### config.mk
export PLATFORM = sky130hd
export DESIGN_NAME = pc_fetch_stage
export DESIGN_NICKNAME = d
export VERILOG_FILES = /design/src/rtl/pc_fetch_stage.sv
export SDC_FILE = /design/constraint.sdc
export NUM_CORES = 1
export LEC_CHECK = 0
export ABC_AREA = 1
export ABC_CLOCK_PERIOD_IN_PS = 2400
export CAP_MARGIN = 5
export CORE_ASPECT_RATIO = 1.4
export CORE_UTILIZATION = 48
export CTS_CLUSTER_SIZE = 40
export DETAILED_ROUTE_END_ITERATION = 6
export HOLD_SLACK_MARGIN = 0.05
export PLACE_DENSITY = 0.87
export SLEW_MARGIN = 30
export SYNTH_ARGS = -nofsm -noshare
export SYNTH_HDL_FRONTEND = slang
export SYNTH_SLANG_ARGS = --single-unit
### constraint.sdc
create_clock -name clk -period 2.4 [get_ports clk]
set_clock_uncertainty 0.1 [all_clocks]
set_input_delay 0.48 -clock clk [delete_from_list [all_inputs] [get_ports clk]]
set_output_delay 0.48 -clock clk [all_outputs]
set_load 0.02 [all_outputs]
### src/rtl/pc_fetch_stage.sv
// Instruction-fetch stage: PC register, next-PC select, IF/ID pipeline register,
// stall/flush/halt control. Optional redirect alignment check via PC_ALIGN_CHECK_EN.
module pc_fetch_stage #(
  parameter logic [31:0] RESET_PC   = 32'h0000_3000,
  parameter logic [31:0] HALT_INSTR = 32'h0000_000C
) (
  input  logic        clk,
  input  logic        rst_n,
  input  logic        stall,
  input  logic        redirect,
  input  logic [31:0] redirect_pc,
  input  logic [31:0] instr_in,
  input  logic [31:0] pc_plus4,
  output logic [31:0] pc,
  output logic [31:0] id_pc,
  output logic [31:0] id_pc_plus4,
  output logic [31:0] id_instr,
  output logic        id_valid,
  output logic        halted,
  output logic [31:0] fetch_cnt,
  output logic        misalign
);

  localparam logic [0:0] ST_RUN  = 1'b0;
  localparam logic [0:0] ST_HALT = 1'b1;

  logic [0:0]  state;
  logic [0:0]  state_next;
  logic [31:0] target_pc;
  logic        misalign_hit;
  logic        load_valid;
  logic        load_bubble;

`ifdef PC_ALIGN_CHECK_EN
  assign target_pc    = {redirect_pc[31:2], 2'b00};
  assign misalign_hit = redirect && (redirect_pc[1:0] != 2'b00);
`else
  assign target_pc    = redirect_pc;
  assign misalign_hit = 1'b0;
`endif

  // Priority per edge: redirect > stall > halt > normal fetch.
  assign load_valid  = !redirect && !stall && (state == ST_RUN);
  assign load_bubble = redirect || (!stall && (state == ST_HALT));

  always_comb begin
    state_next = state;
    if (redirect) begin
      state_next = ST_RUN;
    end else if (load_valid && (instr_in == HALT_INSTR)) begin
      state_next = ST_HALT;
    end
  end

  // The FSM state is observable directly: halted is the state flop.
  always_ff @(posedge clk or negedge rst_n) begin
    if (!rst_n) begin
      state <= ST_RUN;
    end else begin
      state <= state_next;
    end
  end

  assign halted = (state == ST_HALT);

  always_ff @(posedge clk or negedge rst_n) begin
    if (!rst_n) begin
      pc <= RESET_PC;
    end else if (redirect) begin
      pc <= target_pc;
    end else if (load_valid) begin
      pc <= pc_plus4;
    end
  end

  // Bubbles clear valid and instruction; id_pc fields are don't-care then and hold.
  always_ff @(posedge clk or negedge rst_n) begin
    if (!rst_n) begin
      id_pc       <= 32'h0;
      id_pc_plus4 <= 32'h0;
      id_instr    <= 32'h0;
      id_valid    <= 1'b0;
    end else if (load_bubble) begin
      id_instr    <= 32'h0;
      id_valid    <= 1'b0;
    end else if (load_valid) begin
      id_pc       <= pc;
      id_pc_plus4 <= pc_plus4;
      id_instr    <= instr_in;
      id_valid    <= 1'b1;
    end
  end

  always_ff @(posedge clk or negedge rst_n) begin
    if (!rst_n) begin
      fetch_cnt <= 32'h0;
    end else if (load_valid) begin
      fetch_cnt <= fetch_cnt + 32'd1;
    end
  end

  always_ff @(posedge clk or negedge rst_n) begin
    if (!rst_n) begin
      misalign <= 1'b0;
    end else if (misalign_hit) begin
      misalign <= 1'b1;
    end
  end

endmodule
==> metrics.txt, run 1 <==
status finished, final reports clean; clk sink count 162; hpwl dp 14,500 um; RSZ-0062 raised after global routing false; Post-DP Area 9970 um2; final instance area 10,600 um2; CP endpoint pc[13]; most frequent cells in the layout clkdlybuf4s50_1, nand2_1, dfrtp_1, o21ai_0, inv_1; Worst R2R Setup Slack 0.61 ns; largest net degree at the start of global routing 75; CP arrival 1.58 ns; buffers added on ports 261; DRC viols 0; clock root buffer clkbuf_16; Fin. Hold Viols 0; diodes inserted 0; vias in the first global route 6,568; DRT iter0 DRCs 299; Ys Warns 0; Die Height 146 um; via count 6,481; TritonCTS Buffers 17; Total Wirelength 20,400 um; DRT Pass-1 Iters 5; worst-margin pin slew 0.657 ns; CP max FO 2; R2R Path End fetch_cnt[24]; # Max-Cap Violations 0; ys flop type dfrtp_1; fin crit period 2.16 ns; Post-Place Cells 1,209; WS Path Type reg2out; final setup fails 0; routed len/inst 16.5 um; sequential fraction of the synthesis area 0.569; Synth-to-Final Area Change 48.4%; Clk Latency, worst-skew pair 0.42 ns; pwr/cell area 740 nW/um2; Mapped Area 7130 um2; Non-Filler Instances 1,241; full die area 15,400 um2; initial core utilization 0.492; Clock Tree Buf Depth 2; Detail Route Antenna Nets 0; most common cell after layout, fill and taps aside clkdlybuf4s50_1; Placer Congestion 0.834; number of synthesized register bits 162; CTS clock-pin slew for the worst setup and hold paths 0.07 ns; Synth cell types 32; initial antenna violation count 0; EDFF count, synth 0; Overflow after GRT 0; Worst Setup Start Kind flip-flop; origin of the worst min-delay path id_pc_plus4[21]; total track usage 0.273; Critical Path RT 1.82 ns; slowest stage cell, crit path clkdlybuf4s50_1; Synth Net Count 885; Tcrit/Tclk final 0.900; Reg-to-Reg Start fetch_cnt[0]; Cells after Synth 784; TritonCTS clock tree built; Fillers 1,038; TNS Setup 0 ns; f_max 0.463 GHz; Slew headroom 0.562; share of cells above drive strength 1 0.0703; global-route wire length before repair 32,800 um; io pins 263; WP buf/inv 1; routed vias/inst 5.22; Pins Over Slew Limit 0; FF-to-FF path depth 8; Die Wd 105 um; Lkg Pwr 4.77 nW; total area of sequential cells 4060 um2; max incr delay on CP 0.62 ns; Critical path origin pc[13]; CTS resizes 0; Top delay family on crit path buffers and inverters; Post-synth ARST share 1.00; htree depth 4; number of cells on the critical path 1; # rows 52; CP Cell Sequence clkdlybuf4s50_1; Avg Cell Area, Syn 9.10 um2; CP endpoint kind output port; Worst Hold Class reg2reg; Final #Nets 1,141; Multi-input gate area 2460 um2; worst IR drop on VDD 0.481 mV; core box area 14,500 um2
worst reg2reg max path, stage by stage, from the launching register on:
cell and delay (ns):
dfrtp_1 0.46, ha_1 0.21, inv_1 0.07, nor2_1 0.18, nand3_2 0.17, nor2_4 0.21
nand2_2 0.10, o21ai_1 0.13, nand2_1 0.06
cells by family after synthesis:
| logic type | synth area share |
|---|---|
| flip-flops | 0.569 |
| AO/OA/AOI/OAI | 0.131 |
| XOR/XNOR | 0.0258 |
| adder cells (fa/ha/maj) | 0.00175 |
| other | 0.000526 |
| AND/OR/NAND/NOR | 0.186 |
| buffers and inverters | 0.0865 |
power breakdown:
| group | total, mW | leakage, nW | switching [mW] | internal, mW |
|---|---|---|---|---|
| logic | 1.77 | 2.43 | 0.947 | 0.824 |
| clock network | 2.82 | 0.295 | 1.17 | 1.65 |
| registers | 3.24 | 2.05 | 0.216 | 3.02 |
per-layer routing:
| layer | vias to the layer above | GRT usage | wire length [um] |
|---|---|---|---|
| li1 | 3050 | - | - |
| met1 | 3111 | 0.315 | 7760 |
| met2 | 271 | 0.477 | 10600 |
| met3 | 49 | 0.0683 | 1430 |
| met4 | 0 | 0.119 | 648 |
| met5 | - | 0 | 0 |
cells in the mapped netlist, types with 8 or more instances:
cell type	count	area (um2)
nand2_1	169	634
inv_1	109	409
o21ai_0	114	571
clkbuf_1	18	67.6
xor2_1	8	70.1
nand4_1	19	119
nand3_1	35	175
buf_2	15	75.1
nor2_1	34	128
dfrtp_1	160	4000
o211ai_1	32	240
xnor2_1	13	114
a32o_1	12	120
per-stage QoR:
| stage | power (mW) | util | setup WS, ns | hold slack, ns |
|---|---|---|---|---|
| global placement | 5.01 | 0.687 | 0.243 | 0.295 |
| global route | 8.14 | 0.730 | 0.214 | 0.398 |
| floorplan | 4.04 | - | 0.776 | 0.0844 |
| detailed placement | 5.05 | 0.687 | 0.172 | 0.293 |
| CTS | 7.89 | 0.730 | 0.223 | 0.388 |
| finish | 7.83 | 0.730 | 0.241 | 0.383 |
how the worst min path moves through the flow:
stage,end,depth (start not counted),slack [ns]
5_1_grt,id_pc[19],2,0.40
3_5_place_dp,fetch_cnt[20],1,0.29
3_3_place_gp,fetch_cnt[24],1,0.30
2_1_floorplan,fetch_cnt[0],0,0.08
6_report,id_pc_plus4[21],2,0.38
4_1_cts,id_pc[30],2,0.39
final cells by class:
class                   instances  area share
flip-flops and latches        162       0.383
repair buffers                277       0.266
multi-input cells             471       0.233
clock buffers                  17      0.0402
inverters                     111      0.0394
well taps                     189      0.0223
clock inverters                14      0.0168
repair_timing:
action | in CTS | in global routing
endpoints found under the hold margin | 29 | 0
buffers inserted | 0 | 0
hold buffers | 1 | 0
registers in the layout (all words and copies together) (netlist names):
signal / count
id_valid: 1
id_pc_plus4: 32
id_pc: 32
pc: 32
fetch_cnt: 32
halted: 1
id_instr: 32
(Power assumes the default switching activity.)
==> run 2: changes to the inputs <==
- CORE_UTILIZATION: 48 -> 50
- CTS_BUF_LIST: unset -> sky130_fd_sc_hd__clkbuf_8
- GPL_ROUTABILITY_DRIVEN: unset -> 0
- MAX_ROUTING_LAYER: unset -> met4
- PLACE_DENSITY: 0.87 -> 0.9
==> run 2 against run 1 <==
Net effect:
- design area fell by 2.2%
- total power decreased by 9.3%
- wire length rose by 0.14%
- combinational power hardly changed
- non-clock buffer count fell by 4
- maximum frequency fell by 1.9%
- clock power is 26% lower
- via count is 0.17% lower
- flip-flop and latch count did not move
- largest cell class unchanged
==> metrics.txt, run 2 (same netlist as run 1, synthesis figures left out) <==
status finished, final reports clean; most common cell after layout, fill and taps aside clkdlybuf4s50_1; pwr/cell area 686 nW/um2 (-7.2%); WS Path Type reg2out; CP endpoint kind output port; Pins Over Slew Limit 0 (unchanged); CP max FO 6 (+4); TNS Setup 0 ns (unchanged); # Max-Cap Violations 0 (unchanged); initial core utilization 0.513 (+0.0211); Post-DP Area 9920 um2 (-0.48%); FF-to-FF path depth 8 (unchanged); via count 6,470 (-0.17%); TritonCTS clock tree built; Die Wd 103 um (-2.0%); total design power 7.10 mW (-9.3%); max incr delay on CP 0.67 ns (+0.05 ns); Tcrit/Tclk final 0.917 (+0.0174); vias in the first global route 6,401 (-2.5%); Synth-to-Final Area Change 45.1%; CTS clock-pin slew for the worst setup and hold paths 0.09 ns (+0.02 ns); Clock power frac 0.296 (-0.064); Detail Route Antenna Nets 0 (unchanged); clock root buffer clkbuf_8; final setup fails 0 (unchanged); Worst Hold Class in2async; Min Hold Slack 0.379 ns (-0.00445 ns); Lkg Pwr 4.66 nW (-2.3%); Clk Latency, worst-skew pair 0.45 ns (+0.03 ns); Top delay family on crit path buffers and inverters; clk sink count 162 (unchanged); Seq pwr share 0.456 (+0.042); sw frac 0.313 (+0.0153); slowest stage cell, crit path clkdlybuf4s50_1; RSZ-0062 raised after global routing false; DRT Pass-1 Iters 7 (+2); share of cells above drive strength 1 0.0667 (-0.00361); TritonCTS Buffers 17 (unchanged); Non-Filler Instances 1,234 (-0.56%); CP arrival 1.62 ns (+0.04 ns); io pins 263 (unchanged); initial antenna violation count 0 (unchanged); Net Sw Power 2.22 mW (-4.6%); Pint 4.88 mW (-11%); # rows 51 (-1.9%); diodes inserted 0 (unchanged); fin crit period 2.20 ns (+0.0417 ns); Critical Path RT 1.82 ns (about the same); final instance area 10,300 um2 (-2.2%); htree depth 4 (unchanged); routed len/inst 16.6 um (+0.71%); f_max 0.454 GHz (-1.9%); Final #Nets 1,137 (-0.35%); pre-CTS WS 0.215 ns (+0.0430 ns); largest net degree at the start of global routing 123 (+64%); Die Height 143 um (-2.0%); WP buf/inv 1 (unchanged); full die area 14,800 um2 (-3.9%); Post-Place Cells 1,201 (-0.66%); Gate power share 0.249 (+0.023); core box area 13,900 um2 (-4.1%); hpwl dp 14,600 um (+0.68%); Worst Setup Start Kind flip-flop; buffers added on ports 261 (unchanged); number of cells on the critical path 1 (unchanged); setup ws final 0.199 ns (-0.0417 ns); Clock Tree Buf Depth 2 (unchanged); final core utilization 0.744 (+0.0144); Fin. Hold Viols 0 (unchanged); CTS resizes 0 (unchanged); most frequent cells in the layout clkdlybuf4s50_1, nand2_1, dfrtp_1, o21ai_0, inv_1; DRC viols 0 (unchanged); Total Wirelength 20,400 um (+0.14%); routed vias/inst 5.24 (+0.40%); CP Cell Sequence clkdlybuf4s50_1; DRT iter0 DRCs 335 (+12%); worst IR drop on VDD 0.532 mV (+10%); global-route wire length before repair 31,300 um (-4.4%); Overflow after GRT 0 (unchanged); total track usage 0.288 (+0.0155)
-- run 2: cell count changes in the layout (fill, tap and decap cells not counted), sizes merged --
cell,delta
clkinv,-1
buf,-4
inv,+1
clkinvlp,+1
-- run 2: path summary, 6_finish.rpt --
check | start | to | slack, ns
worst max-delay path | fetch_cnt[23] | fetch_cnt[23] | 0.20
worst min-delay path | rst_n | fetch_cnt[24] | 0.38
worst max register to register | fetch_cnt[0] | fetch_cnt[24] | 0.61
worst min register to register | id_pc[29] | id_pc[29] | 0.39
max in group asynchronous | rst_n | pc[30] | 1.11
min in group clk | id_pc[29] | id_pc[29] | 0.39
-- run 2: layer usage --
layer / track usage / share of wire / vias up
met5: - / 0 / -
met4: 0.139 / 0.040 / 0
met3: 0.0676 / 0.062 / 60
met2: 0.481 / 0.52 / 261
met1: 0.322 / 0.38 / 3106
li1: - / - / 3043
-- run 2: cell type report --
cell class	instances	area, um2
clock buffers	17	234
fillers	996	3560
well taps	185	231
flip-flops and latches	162	4060
clock inverters	15	180
repair buffers	273	2770
inverters	111	417
multi-input cells	471	2460
-- run 2: timing repair --
item	CTS	global route
buffers inserted	0	0
hold buffers	1	0
endpoints found under the hold margin	32	0
-- run 2: worst register-to-register path, delay by kind of cell (launching register included) --
| kind | cells | cell delay (ns) |
|---|---|---|
| AND/OR/NAND/NOR | 5 | 0.71 |
| flip-flops | 1 | 0.46 |
| adder cells (fa/ha/maj) | 1 | 0.21 |
| AO/OA/AOI/OAI | 1 | 0.13 |
| buffers and inverters | 1 | 0.07 |
-- run 2: power groups by stage --
stage	clock network [mW]	logic, mW	registers, mW
after detailed placement	0	1.76	3.28
after global placement	0	1.73	3.27
final	2.10	1.77	3.24
after global routing	2.26	1.90	3.27
after CTS	2.14	1.78	3.23
after floorplan	0	0.427	3.61
==> run 3: changes to the inputs <==
- CORE_MARGIN: unset -> 2
==> run 3 against run 2 <==
Net effect:
- clock-buffer cell count rose by 3
- global-route usage fell by 0.52 points
- worst setup slack got worse by 0.020 ns
- design area rose by 0.20%
- sequential power barely moved
- final cell count barely moved
- core utilization rose by 0.15 points
- maximum frequency fell by 0.91%
- critical path depth did not move
==> metrics.txt, run 3 (same netlist as run 1, synthesis figures left out) <==
most common cell after layout, fill and taps aside clkdlybuf4s50_1; Overflow after GRT 0 (unchanged); TritonCTS Buffers 17 (unchanged); Reg-to-Reg Start fetch_cnt[0]; core box area 13,900 um2 (unchanged); f_max 0.450 GHz (-0.91%); Non-Filler Instances 1,235 (+0.081%); R2R Path End fetch_cnt[24]; diodes inserted 0 (unchanged); initial antenna violation count 0 (unchanged); final setup fails 0 (unchanged); routed vias/inst 5.20 (-0.84%); CP endpoint kind output port; Clock Tree Buf Depth 2 (unchanged); largest net degree at the start of global routing 104 (-15%); final core utilization 0.745 (+0.00153); Post-Place Cells 1,202 (+0.083%); via count 6,421 (-0.76%); WS Path Type reg2out; Worst R2R Setup Slack 0.61 ns (about the same); total design power 7.12 mW (+0.23%); Synth-to-Final Area Change 45.4%; Die Wd 105 um (+1.9%); max incr delay on CP 0.63 ns (-0.04 ns); DRC viols 0 (unchanged); worst IR drop on VDD 0.483 mV (-9.2%); status finished, final reports clean; Fin. Hold Viols 0 (unchanged); RSZ-0062 raised after global routing false; clock root buffer clkbuf_8; DRT Pass-1 Iters 5 (-2); Slew headroom 0.622; Top delay family on crit path buffers and inverters; htree depth 4 (unchanged); TritonCTS clock tree built; CP max FO 2 (-4); slowest stage cell, crit path clkdlybuf4s50_1; TNS Setup 0 ns (unchanged); io pins 263 (unchanged); Clk Latency, worst-skew pair 0.45 ns (about the same); Final #Nets 1,138 (+0.088%); buffers added on ports 261 (unchanged); total track usage 0.283 (-0.00524); Worst Setup Start Kind flip-flop; Detail Route Antenna Nets 0 (unchanged); CP Cell Sequence clkdlybuf4s50_1; Total Wirelength 20,500 um (+0.22%); CTS clock-pin slew for the worst setup and hold paths 0.09 ns (about the same); # rows 51 (unchanged); Die Height 145 um (+1.4%); hpwl dp 14,900 um (+1.9%); CP arrival 1.64 ns (+0.02 ns); initial core utilization 0.513 (unchanged); Pins Over Slew Limit 0 (unchanged); full die area 15,300 um2 (+3.4%); pwr/cell area 686 nW/um2 (about the same); clk sink count 162 (unchanged); Worst Hold Class in2async; worst-margin pin slew 0.567 ns; global-route wire length before repair 32,900 um (+4.9%); vias in the first global route 6,431 (+0.47%); DRT iter0 DRCs 363 (+8.4%); share of cells above drive strength 1 0.0686 (+0.00184); most frequent cells in the layout clkdlybuf4s50_1, nand2_1, dfrtp_1, o21ai_0, inv_1; fin crit period 2.22 ns (+0.0201 ns); Tcrit/Tclk final 0.925 (+0.00839); Critical Path RT 1.82 ns (about the same); Lkg Pwr 4.68 nW (+0.35%); FF-to-FF path depth 8 (unchanged); WP buf/inv 1 (unchanged); # Max-Cap Violations 0 (unchanged); routed len/inst 16.6 um (+0.14%)
run 3: changes by cell type in the layout (fill, tap and decap cells not counted):
cell and delta:
clkbuf_8 +3, inv_6 -3, clkinv_2 +2, buf_4 +1, clkinvlp_4 -1, inv_1 -1
run 3: layer usage:
layer,track usage,share of wire
met5,-,0
met4,0.141,0.047
met3,0.0649,0.069
met2,0.468,0.51
met1,0.322,0.38
run 3: power by group:
group	switching (mW)	internal [mW]
combinational	0.947	0.819
clock	1.01	1.11
sequential	0.208	3.02
run 3: area by class of cell:
cell class,instances,area [um2]
clock inverter,12,153
inverter,111,417
clock buffer,20,275
tap,185,231
fill,999,3540
multi-input combinational,471,2460
timing repair buffer,274,2780
sequential,162,4060
run 3: how the worst max path moves through the flow:
stage                 startpoint       endpoint  cells past startpoint
global route              pc[13]         pc[13]                      1
CTS                       pc[13]         pc[13]                      1
floorplan           fetch_cnt[0]  fetch_cnt[22]                      7
finish                    pc[13]         pc[13]                      1
detailed placement      redirect  fetch_cnt[22]                      8
global placement        redirect  fetch_cnt[22]                      8
run 3: repair_timing:
item	in CTS	in global routing
gates resized for setup	0	0
endpoints found under the hold margin	26	0
hold buffers	1	0
setup buffers	0	0
setup endpoints to repair	0	0
run 3: through the flow:
step                      cell area, um2  setup slack (ns)  hold slack (ns)
after floorplan                     7130             0.776           0.0844
after global placement              9930             0.174            0.270
after detailed placement            9930             0.139            0.272
after CTS                          10400             0.156            0.347
after global routing               10400             0.129            0.394
final                              10400             0.179            0.370
